`src/rtl/seg7_pkg.sv`:
```
// Shared segment encodings and types for the multiplexed 7-segment capture path.
package seg7_pkg;

   // Segment lines a..g, index 0 = a, active-low.
   typedef logic [0:6] seg_code_t;

   localparam seg_code_t SEG_CODE_0 = 7'b0000001;
   localparam seg_code_t SEG_CODE_1 = 7'b1001111;
   localparam seg_code_t SEG_CODE_2 = 7'b0010010;
   localparam seg_code_t SEG_CODE_3 = 7'b0000110;
   localparam seg_code_t SEG_CODE_4 = 7'b1001100;
   localparam seg_code_t SEG_CODE_5 = 7'b0100100;
   localparam seg_code_t SEG_CODE_6 = 7'b0100000;
   localparam seg_code_t SEG_CODE_7 = 7'b0001111;
   localparam seg_code_t SEG_CODE_8 = 7'b0000000;
   localparam seg_code_t SEG_CODE_9 = 7'b0000100;

   localparam logic [3:0] BLANK_DIGIT = 4'b1111;
   localparam logic [3:0] BAD_BCD     = 4'hF;

   typedef enum logic [1:0] {
      ST_IDLE   = 2'd0,
      ST_SETTLE = 2'd1,
      ST_HELD   = 2'd2
   } cap_state_t;

endpackage

```
`src/rtl/seg7_capture_if.sv`:
```
// Scan-line inputs and captured-frame outputs of the 7-segment capture block.
interface seg7_capture_if;
   import seg7_pkg::*;

   seg_code_t  seg;
   logic [3:0] digit;
   logic [3:0] ones;
   logic [3:0] tens;
   logic [3:0] hundreds;
   logic [3:0] thousands;
   logic       frame_valid;
   logic       pattern_err;
   logic       strobe_err;
   logic       stale;
   cap_state_t dbg_state;

   // frame_valid is a one-cycle pulse with no ready: the four digits and
   // pattern_err change only on that cycle and hold until the next pulse.
   modport master (
      output seg, digit,
      input  ones, tens, hundreds, thousands,
      input  frame_valid, pattern_err, strobe_err, stale, dbg_state
   );

   modport slave (
      input  seg, digit,
      output ones, tens, hundreds, thousands,
      output frame_valid, pattern_err, strobe_err, stale, dbg_state
   );

endinterface

```
`src/rtl/seg7_decode.sv`:
```
// Combinational active-low segment pattern to BCD decoder; unknown patterns flag bad.
module seg7_decode
   import seg7_pkg::*;
(
   input  seg_code_t  seg,
   output logic [3:0] bcd,
   output logic       bad
);

   always_comb begin
      bcd = BAD_BCD;
      bad = 1'b0;
      case (seg)
         SEG_CODE_0: bcd = 4'd0;
         SEG_CODE_1: bcd = 4'd1;
         SEG_CODE_2: bcd = 4'd2;
         SEG_CODE_3: bcd = 4'd3;
         SEG_CODE_4: bcd = 4'd4;
         SEG_CODE_5: bcd = 4'd5;
         SEG_CODE_6: bcd = 4'd6;
         SEG_CODE_7: bcd = 4'd7;
         SEG_CODE_8: bcd = 4'd8;
         SEG_CODE_9: bcd = 4'd9;
         default: begin
            bcd = BAD_BCD;
            bad = 1'b1;
         end
      endcase
   end

endmodule

```
`src/rtl/seg7_capture.sv`:
```
// Samples a scanned 4-digit 7-segment display, settles each strobe, decodes it
// and reassembles the four digits into frames with error and staleness status.
module seg7_capture
   import seg7_pkg::*;
#(
   parameter int SETTLE_CYCLES  = 16,
   parameter int TIMEOUT_CYCLES = 2_000_000
) (
   input  logic           clk_100MHz,
   input  logic           reset,
   seg7_capture_if.slave  bus
);

   localparam int CW = $clog2(SETTLE_CYCLES + 1);
   localparam int TW = $clog2(TIMEOUT_CYCLES + 1);

   seg_code_t  seg_s1, seg_s2;
   logic [3:0] dig_s1, dig_s2;

   // Synchronisers clear to the idle (all-high) line level so release looks blank.
   always_ff @(posedge clk_100MHz or negedge reset) begin
      if (!reset) begin
         seg_s1 <= 7'h7F;
         seg_s2 <= 7'h7F;
         dig_s1 <= BLANK_DIGIT;
         dig_s2 <= BLANK_DIGIT;
      end else begin
         seg_s1 <= bus.seg;
         seg_s2 <= seg_s1;
         dig_s1 <= bus.digit;
         dig_s2 <= dig_s1;
      end
   end

   logic [2:0] low_cnt;
   logic [1:0] strobe_idx;
   logic       strobe_ok, strobe_bad;

   always_comb begin
      low_cnt    = '0;
      strobe_idx = '0;
      for (int i = 0; i < 4; i++) begin
         if (!dig_s2[i]) begin
            low_cnt    = low_cnt + 3'd1;
            strobe_idx = 2'(i);
         end
      end
      strobe_ok  = (low_cnt == 3'd1);
      strobe_bad = (low_cnt > 3'd1);
   end

   cap_state_t state, state_nxt;
   logic [3:0] snap_dig, snap_dig_nxt;
   seg_code_t  snap_seg, snap_seg_nxt;
   logic [CW-1:0] cnt, cnt_nxt;
   logic       capture, restart, same;

   // A sample that breaks SETTLE or HELD is re-evaluated as an IDLE input.
   always_comb begin
      state_nxt    = state;
      snap_dig_nxt = snap_dig;
      snap_seg_nxt = snap_seg;
      cnt_nxt      = cnt;
      capture      = 1'b0;
      restart      = 1'b0;
      same         = (dig_s2 == snap_dig) && (seg_s2 == snap_seg);
      case (state)
         ST_SETTLE: begin
            if (same) begin
               cnt_nxt = cnt + CW'(1);
               if (cnt_nxt == CW'(SETTLE_CYCLES)) begin
                  capture   = 1'b1;
                  state_nxt = ST_HELD;
               end
            end else begin
               restart = 1'b1;
            end
         end
         ST_HELD:  restart = !same;
         default:  restart = 1'b1;
      endcase
      if (restart) begin
         if (strobe_ok) begin
            state_nxt    = ST_SETTLE;
            snap_dig_nxt = dig_s2;
            snap_seg_nxt = seg_s2;
            cnt_nxt      = CW'(1);
         end else begin
            state_nxt = ST_IDLE;
         end
      end
   end

   logic [3:0] dec_bcd;
   logic       dec_bad;

   seg7_decode u_decode (
      .seg (seg_s2),
      .bcd (dec_bcd),
      .bad (dec_bad)
   );

   logic [3:0][3:0] shadow_bcd, shadow_bcd_nxt;
   logic [3:0]      shadow_bad, shadow_bad_nxt;
   logic [3:0]      seen, seen_nxt;
   logic            complete;

   // Completion is taken at the same edge as the fourth capture, so the
   // frame appears one cycle after it and seen is already clear for the next.
   always_comb begin
      shadow_bcd_nxt = shadow_bcd;
      shadow_bad_nxt = shadow_bad;
      seen_nxt       = seen;
      if (capture) begin
         shadow_bcd_nxt[strobe_idx] = dec_bcd;
         shadow_bad_nxt[strobe_idx] = dec_bad;
         seen_nxt[strobe_idx]       = 1'b1;
      end
      complete = (seen_nxt == 4'b1111);
   end

   logic [3:0][3:0] frame_q;
   logic            frame_valid_q, pattern_err_q, strobe_err_q, illegal_q;
   logic [TW-1:0]   tcnt;

   always_ff @(posedge clk_100MHz or negedge reset) begin
      if (!reset) begin
         state         <= ST_IDLE;
         snap_dig      <= BLANK_DIGIT;
         snap_seg      <= 7'h7F;
         cnt           <= '0;
         shadow_bcd    <= '0;
         shadow_bad    <= '0;
         seen          <= '0;
         frame_q       <= '0;
         frame_valid_q <= 1'b0;
         pattern_err_q <= 1'b0;
         strobe_err_q  <= 1'b0;
         illegal_q     <= 1'b0;
         tcnt          <= '0;
      end else begin
         state         <= state_nxt;
         snap_dig      <= snap_dig_nxt;
         snap_seg      <= snap_seg_nxt;
         cnt           <= cnt_nxt;
         shadow_bcd    <= shadow_bcd_nxt;
         shadow_bad    <= shadow_bad_nxt;
         seen          <= complete ? 4'b0000 : seen_nxt;
         frame_valid_q <= complete;
         if (complete) begin
            frame_q       <= shadow_bcd_nxt;
            pattern_err_q <= |shadow_bad_nxt;
         end
         illegal_q    <= strobe_bad;
         strobe_err_q <= strobe_bad && !illegal_q;
         if (complete)
            tcnt <= '0;
         else if (tcnt != TW'(TIMEOUT_CYCLES))
            tcnt <= tcnt + TW'(1);
      end
   end

   assign bus.ones        = frame_q[0];
   assign bus.tens        = frame_q[1];
   assign bus.hundreds    = frame_q[2];
   assign bus.thousands   = frame_q[3];
   assign bus.frame_valid = frame_valid_q;
   assign bus.pattern_err = pattern_err_q;
   assign bus.strobe_err  = strobe_err_q;
   assign bus.stale       = (tcnt == TW'(TIMEOUT_CYCLES));
   assign bus.dbg_state   = state;

endmodule

```
`src/flat_wrapper.sv`:
```
// flat-port wrapper written by rule: the top's interface ports become plain ports
module seg7_capture_flat import seg7_pkg::*;
#(
   parameter int SETTLE_CYCLES  = 16,
   parameter int TIMEOUT_CYCLES = 2_000_000
)
  (clk_100MHz, reset, bus_seg, bus_digit, bus_ones, bus_tens, bus_hundreds, bus_thousands, bus_frame_valid, bus_pattern_err, bus_strobe_err, bus_stale, bus_dbg_state);
  seg7_capture_if bus_i ();
  input  logic clk_100MHz;
  input  logic reset;
  input wire logic [$bits(bus_i.seg)-1:0] bus_seg;
  input wire logic [$bits(bus_i.digit)-1:0] bus_digit;
  output wire logic [$bits(bus_i.ones)-1:0] bus_ones;
  output wire logic [$bits(bus_i.tens)-1:0] bus_tens;
  output wire logic [$bits(bus_i.hundreds)-1:0] bus_hundreds;
  output wire logic [$bits(bus_i.thousands)-1:0] bus_thousands;
  output wire logic [$bits(bus_i.frame_valid)-1:0] bus_frame_valid;
  output wire logic [$bits(bus_i.pattern_err)-1:0] bus_pattern_err;
  output wire logic [$bits(bus_i.strobe_err)-1:0] bus_strobe_err;
  output wire logic [$bits(bus_i.stale)-1:0] bus_stale;
  output wire logic [$bits(bus_i.dbg_state)-1:0] bus_dbg_state;
  assign bus_i.seg = bus_seg;
  assign bus_i.digit = bus_digit;
  assign bus_ones = bus_i.ones;
  assign bus_tens = bus_i.tens;
  assign bus_hundreds = bus_i.hundreds;
  assign bus_thousands = bus_i.thousands;
  assign bus_frame_valid = bus_i.frame_valid;
  assign bus_pattern_err = bus_i.pattern_err;
  assign bus_strobe_err = bus_i.strobe_err;
  assign bus_stale = bus_i.stale;
  assign bus_dbg_state = bus_i.dbg_state;
  seg7_capture #(.SETTLE_CYCLES(SETTLE_CYCLES), .TIMEOUT_CYCLES(TIMEOUT_CYCLES)) u_core (.clk_100MHz(clk_100MHz), .reset(reset), .bus(bus_i));
endmodule
```
`config.mk`:
```
export PLATFORM = sky130hd
export DESIGN_NAME = seg7_capture_flat
export DESIGN_NICKNAME = d
export VERILOG_FILES = /design/src/rtl/seg7_pkg.sv /design/src/rtl/seg7_capture_if.sv /design/src/rtl/seg7_decode.sv /design/src/rtl/seg7_capture.sv /design/src/flat_wrapper.sv
export SDC_FILE = /design/constraint.sdc
export NUM_CORES = 1
export LEC_CHECK = 0
export CAP_MARGIN = 5
export CORE_ASPECT_RATIO = 0.7
export CORE_MARGIN = 8
export CORE_UTILIZATION = 45
export DETAILED_ROUTE_END_ITERATION = 6
export MAX_ROUTING_LAYER = met4
export SYNTH_ARGS = -nofsm -noshare
export SYNTH_HDL_FRONTEND = slang
export SYNTH_HIERARCHICAL = 1
export SYNTH_SLANG_ARGS = --single-unit
```
`constraint.sdc`:
```
create_clock -name clk_100MHz -period 4.9 [get_ports clk_100MHz]
set_input_delay 0.98 -clock clk_100MHz [delete_from_list [all_inputs] [get_ports clk_100MHz]]
set_output_delay 0.98 -clock clk_100MHz [all_outputs]
set_load 0.005 [all_outputs]
```
==> results list <==
- The flow ran to the end, and the final reports show no timing, DRC or antenna violations.
- The cell sitting at the root of the clock tree is a sky130_fd_sc_hd__clkbuf_16.
- DRT Pass-1 Iters: 4
- At the end of the flow the core is filled with cells to 53.5%.
- A synthesized cell averages 12.3 sq um.
- The number of global-route vias before repair was 3,083.
* Category of the worst setup path capture point: flop
- Max Cap Violations: 0
- Area of the die: 0.0144 sq mm
- Crit start category: flop
* Most common cell after layout, fill and taps aside: sky130_fd_sc_hd__dfrtp_1
- Counting flops and latches in the post-synthesis netlist gives 105.
* Number of max-slew violations in the final report: 0
* Post-synthesis to final-layout area growth: 14.7%
- After detailed routing, the met2 layer carries 3870 microns of wire.
* Sequential element share of the synthesized area: 54.8%
- Summing the areas of all compound-gate instances in the mapped netlist gives 5.84% of the synthesized area.
- Weighted congestion at the end of routability-driven global placement: 0.886
* WP data required: 5130 ps
* RSZ-0062 raised after global routing: no
* Final worst path period need: 3500 ps
- The initial utilization of the core area, before any placement, comes to 46.6%.
* Hold_sp: u_core/seg_s1[3]
* Fraction of final layout cells with drive strength greater than 1: 25.1%
- Clock transition at the registers of the reported paths: 70 ps
- Setup slack on the critical path of the routed design comes to 1400 ps.
- After filler insertion, the fill cell instance count of the layout stands at 911.
- Worst hold slack across all endpoints: 357 ps
* Leading register cell type out of synthesis: sky130_fd_sc_hd__dfrtp_1
- DRC errors left: 0
* Depth of the CTS H-tree: 3
- The floorplan step set the die height to 103 microns.
- Worst IR drop on VDD: 0.189 mV
- Antenna violation net count after detailed routing: 0
- Global-route wire length before repair: 15,500 microns
- TritonCTS built the clock tree.
- Summing the areas of all fa, ha and maj instances in the mapped netlist gives 2.31% of the synthesized area.
- Crit-path max FO: 22
- Xor and xnor fraction of the mapped netlist area: 6.48%
* Worst clock skew on the final layout: 9.34 ps
* Number of vias per cell: 5.24
- In the finished design, the share of the clock period the worst path needs comes to 71.5%.
- The number of nets handed over by synthesis was 418.
- Final net count: 455
- The number of hold buffers added after CTS was 0.
* Overflow left after global routing: 0
- Total negative slack for setup checks: 0 ps
* Core area: 0.0104 sq mm
- The critical path starts at u_core/dig_s2[3].
* Cell Area, Synth: 0.00487 sq mm
- In this run, the number of DRC markers left after iteration 0 of detailed routing was 125.
- Routed signal wires occupy layers up through met4.
- By startpoint and endpoint, the worst setup path is classified as reg -> reg.
- Pin placement for this block handled 35 I/O pins.
- Counting flops with an async set or reset pin after synthesis yields a share of 100%.
* Least-Margin Pin Slew: 942 ps
- Cts bufs inserted: 9
- The startpoint identified for the worst register-to-register timing path is u_core/dig_s2[3].
- Post CTS Setup Buffer Count: 0
- Final setup fails: 0
- Counting distinct cell types in the post-synthesis netlist gives 60.
- Summed over all cells, the static leakage comes to 2.42 nW.
* Number of rows in the core area: 31
- Detailed routing inserted a total of 2,986 vias.
* EDFF count, synth: 0
- Tightest Hold Check Type: reg -> reg
* Net switching power: 484 uW
* Commonest cells after routing, fill and taps aside: sky130_fd_sc_hd__dfrtp_1 (72), sky130_fd_sc_hd__nor2_1 (41), sky130_fd_sc_hd__mux2_2 (36), sky130_fd_sc_hd__clkdlybuf4s50_1 (33), sky130_fd_sc_hd__dfstp_2 (33)
- Pre-CTS setup slack: 1370 ps
- From left edge to right edge, the die measures 140 microns.
* Clock group share of total power: 35.4%
- Number of I/O port buffers: 34
- For this run, the top clock speed supported by timing is 285 MHz.
- Power per Cell Area: 342 mW/mm^2
* Worst-case clock buffer depth: 2
- P_int: 1.43 mW
* Cells resized by post-CTS repair: 0
* Mux cell area share after synthesis: 12.7%
- Clock latency reported for the late side of the worst-skew pair: 350 ps
- N_diodes: 0
- In this run switching power makes up 25.3% of total power.
- By area, the combinational part of the netlist is dominated by simple AND/OR/NAND/NOR gates.
- The synthesized netlist devotes 14.9% of its cell area to simple gates.
* Max-slew headroom: 36.7%
- The number of antenna violations at the first check in global routing was 0.
- Entering global routing, the biggest net connects 61 pins.
* Syn Inst Count: 396
* Final-report hold violation count: 0
- In the final routed layout, each cell accounts on average for 15.6 microns.
- Clk sinks: 105
* Number of warnings issued by yosys: 6
* Met1 layer wirelength in the final routing: 4570 microns
* Detailed-routed wire length on met3: 379 microns
- Global routing used 14.0% of the available tracks across all layers.
- The HPWL after detailed placement is 6100 microns.
* Total wire length: 8920 microns
- The share of total power dissipated in combinational logic is 11.4%.
- Per report_power, the sequential group accounts for 53.2% of the total.
* Data arrival, critical path: 3730 ps
## synthesized netlist by cell type (all sizes together) (2+ instances only)
cell | instances | share of area (%)
nor2b | 4 | 0.57
nor4b | 2 | 0.36
dfrtp | 72 | 37
o21ai | 7 | 0.72
dfstp | 33 | 18
nor3 | 10 | 1.1
and3 | 4 | 0.51
inv | 15 | 1.2
o41ai | 2 | 0.36
buf | 6 | 1.4
o211a | 2 | 0.41
nand2 | 23 | 1.8
a31oi | 4 | 0.64
a21oi | 6 | 0.62
xnor2 | 11 | 2.0
xor2 | 25 | 4.5
mux2 | 49 | 12
mux2i | 3 | 0.62
a21boi | 2 | 0.31
nand4b | 2 | 0.36
a211oi | 5 | 0.77
or3 | 2 | 0.26
nand2b | 3 | 0.39
clkbuf | 4 | 0.31
and2 | 4 | 0.51
o211ai | 2 | 0.41
nand3 | 12 | 1.3
nor4 | 12 | 2.2
nor2 | 41 | 3.2
nand4 | 5 | 0.77
and4b | 2 | 0.44
ha | 9 | 2.3
## through the flow
| stage | instance area, sq um | power (mW) | std cells |
|---|---|---|---|
| floorplan | 4870 | 1.18 | 396 |
| global placement | 5300 | 1.25 | 554 |
| detailed placement | 5300 | 1.25 | 554 |
| CTS | 5580 | 1.94 | 570 |
| global route | 5580 | 2.00 | 570 |
| finish | 5580 | 1.91 | 570 |
## routing by layer
metal  up-vias  track usage [%]
met3        10             4.63
met5         -                -
met4         0             4.24
met1      1455             18.7
met2        57             19.8
li1       1464                -
## cell families after synthesis
kind of cell	after synthesis
compound gates	37
xor+xnor	36
fa+ha+maj	9
buf+inv	25
flops	105
mux	52
simple gates	132
## final cells by class
class | instances | area (sq um) | area share, %
clock inverters | 7 | 53.8 | 0.964
flip-flops and latches | 105 | 2670 | 47.8
repair buffers | 36 | 353 | 6.32
multi-input cells | 266 | 2060 | 36.9
clock buffers | 9 | 225 | 4.04
inverters | 15 | 56.3 | 1.01
well taps | 132 | 165 | 2.96
## path summary, 6_finish.rpt
path                                        end  slack, ps  cells past startpoint
max in group asynchronous      u_core/dig_s2[3]       3150                      2
min in group asynchronous  u_core/shadow_bcd[6]        690                      1
max                             u_core/tcnt[18]       1400                      7
min reg2reg                    u_core/seg_s2[3]        360                      0
min                            u_core/seg_s2[3]        360                      0
max reg2reg                     u_core/tcnt[18]       1400                      7
## critical path, cell delays in order, from the launching register on
cell and delay (ps):
sky130_fd_sc_hd__dfstp_2 690, sky130_fd_sc_hd__xor2_1 130, sky130_fd_sc_hd__nor4_2 340, sky130_fd_sc_hd__nand4_2 400, sky130_fd_sc_hd__o41ai_1 670, sky130_fd_sc_hd__a2bb2oi_4 670
sky130_fd_sc_hd__buf_4 390, sky130_fd_sc_hd__nor2_1 90
## flip-flops by register name, summed over array words and instances (netlist names), 2 cells and up
signal,cells
u_core/bus.dbg_state,2
u_core/snap_dig,4
u_core/dig_s2,4
u_core/dig_s1,4
u_core/bus.tens,4
u_core/bus.thousands,4
u_core/cnt,5
u_core/tcnt,21
u_core/seg_s1,7
u_core/bus.hundreds,4
u_core/snap_seg,7
u_core/seen,4
u_core/bus.ones,4
u_core/shadow_bad,4
u_core/seg_s2,7
u_core/shadow_bcd,16
## power groups by stage
stage	logic, mW	registers [mW]	clock network [mW]
final	0.219	1.02	0.676
after global routing	0.243	1.02	0.736
after CTS	0.223	1.01	0.701
after detailed placement	0.222	1.03	0
after global placement	0.218	1.03	0
after floorplan	0.161	1.02	0
No activity file was read; power rests on OpenSTA's default activity.
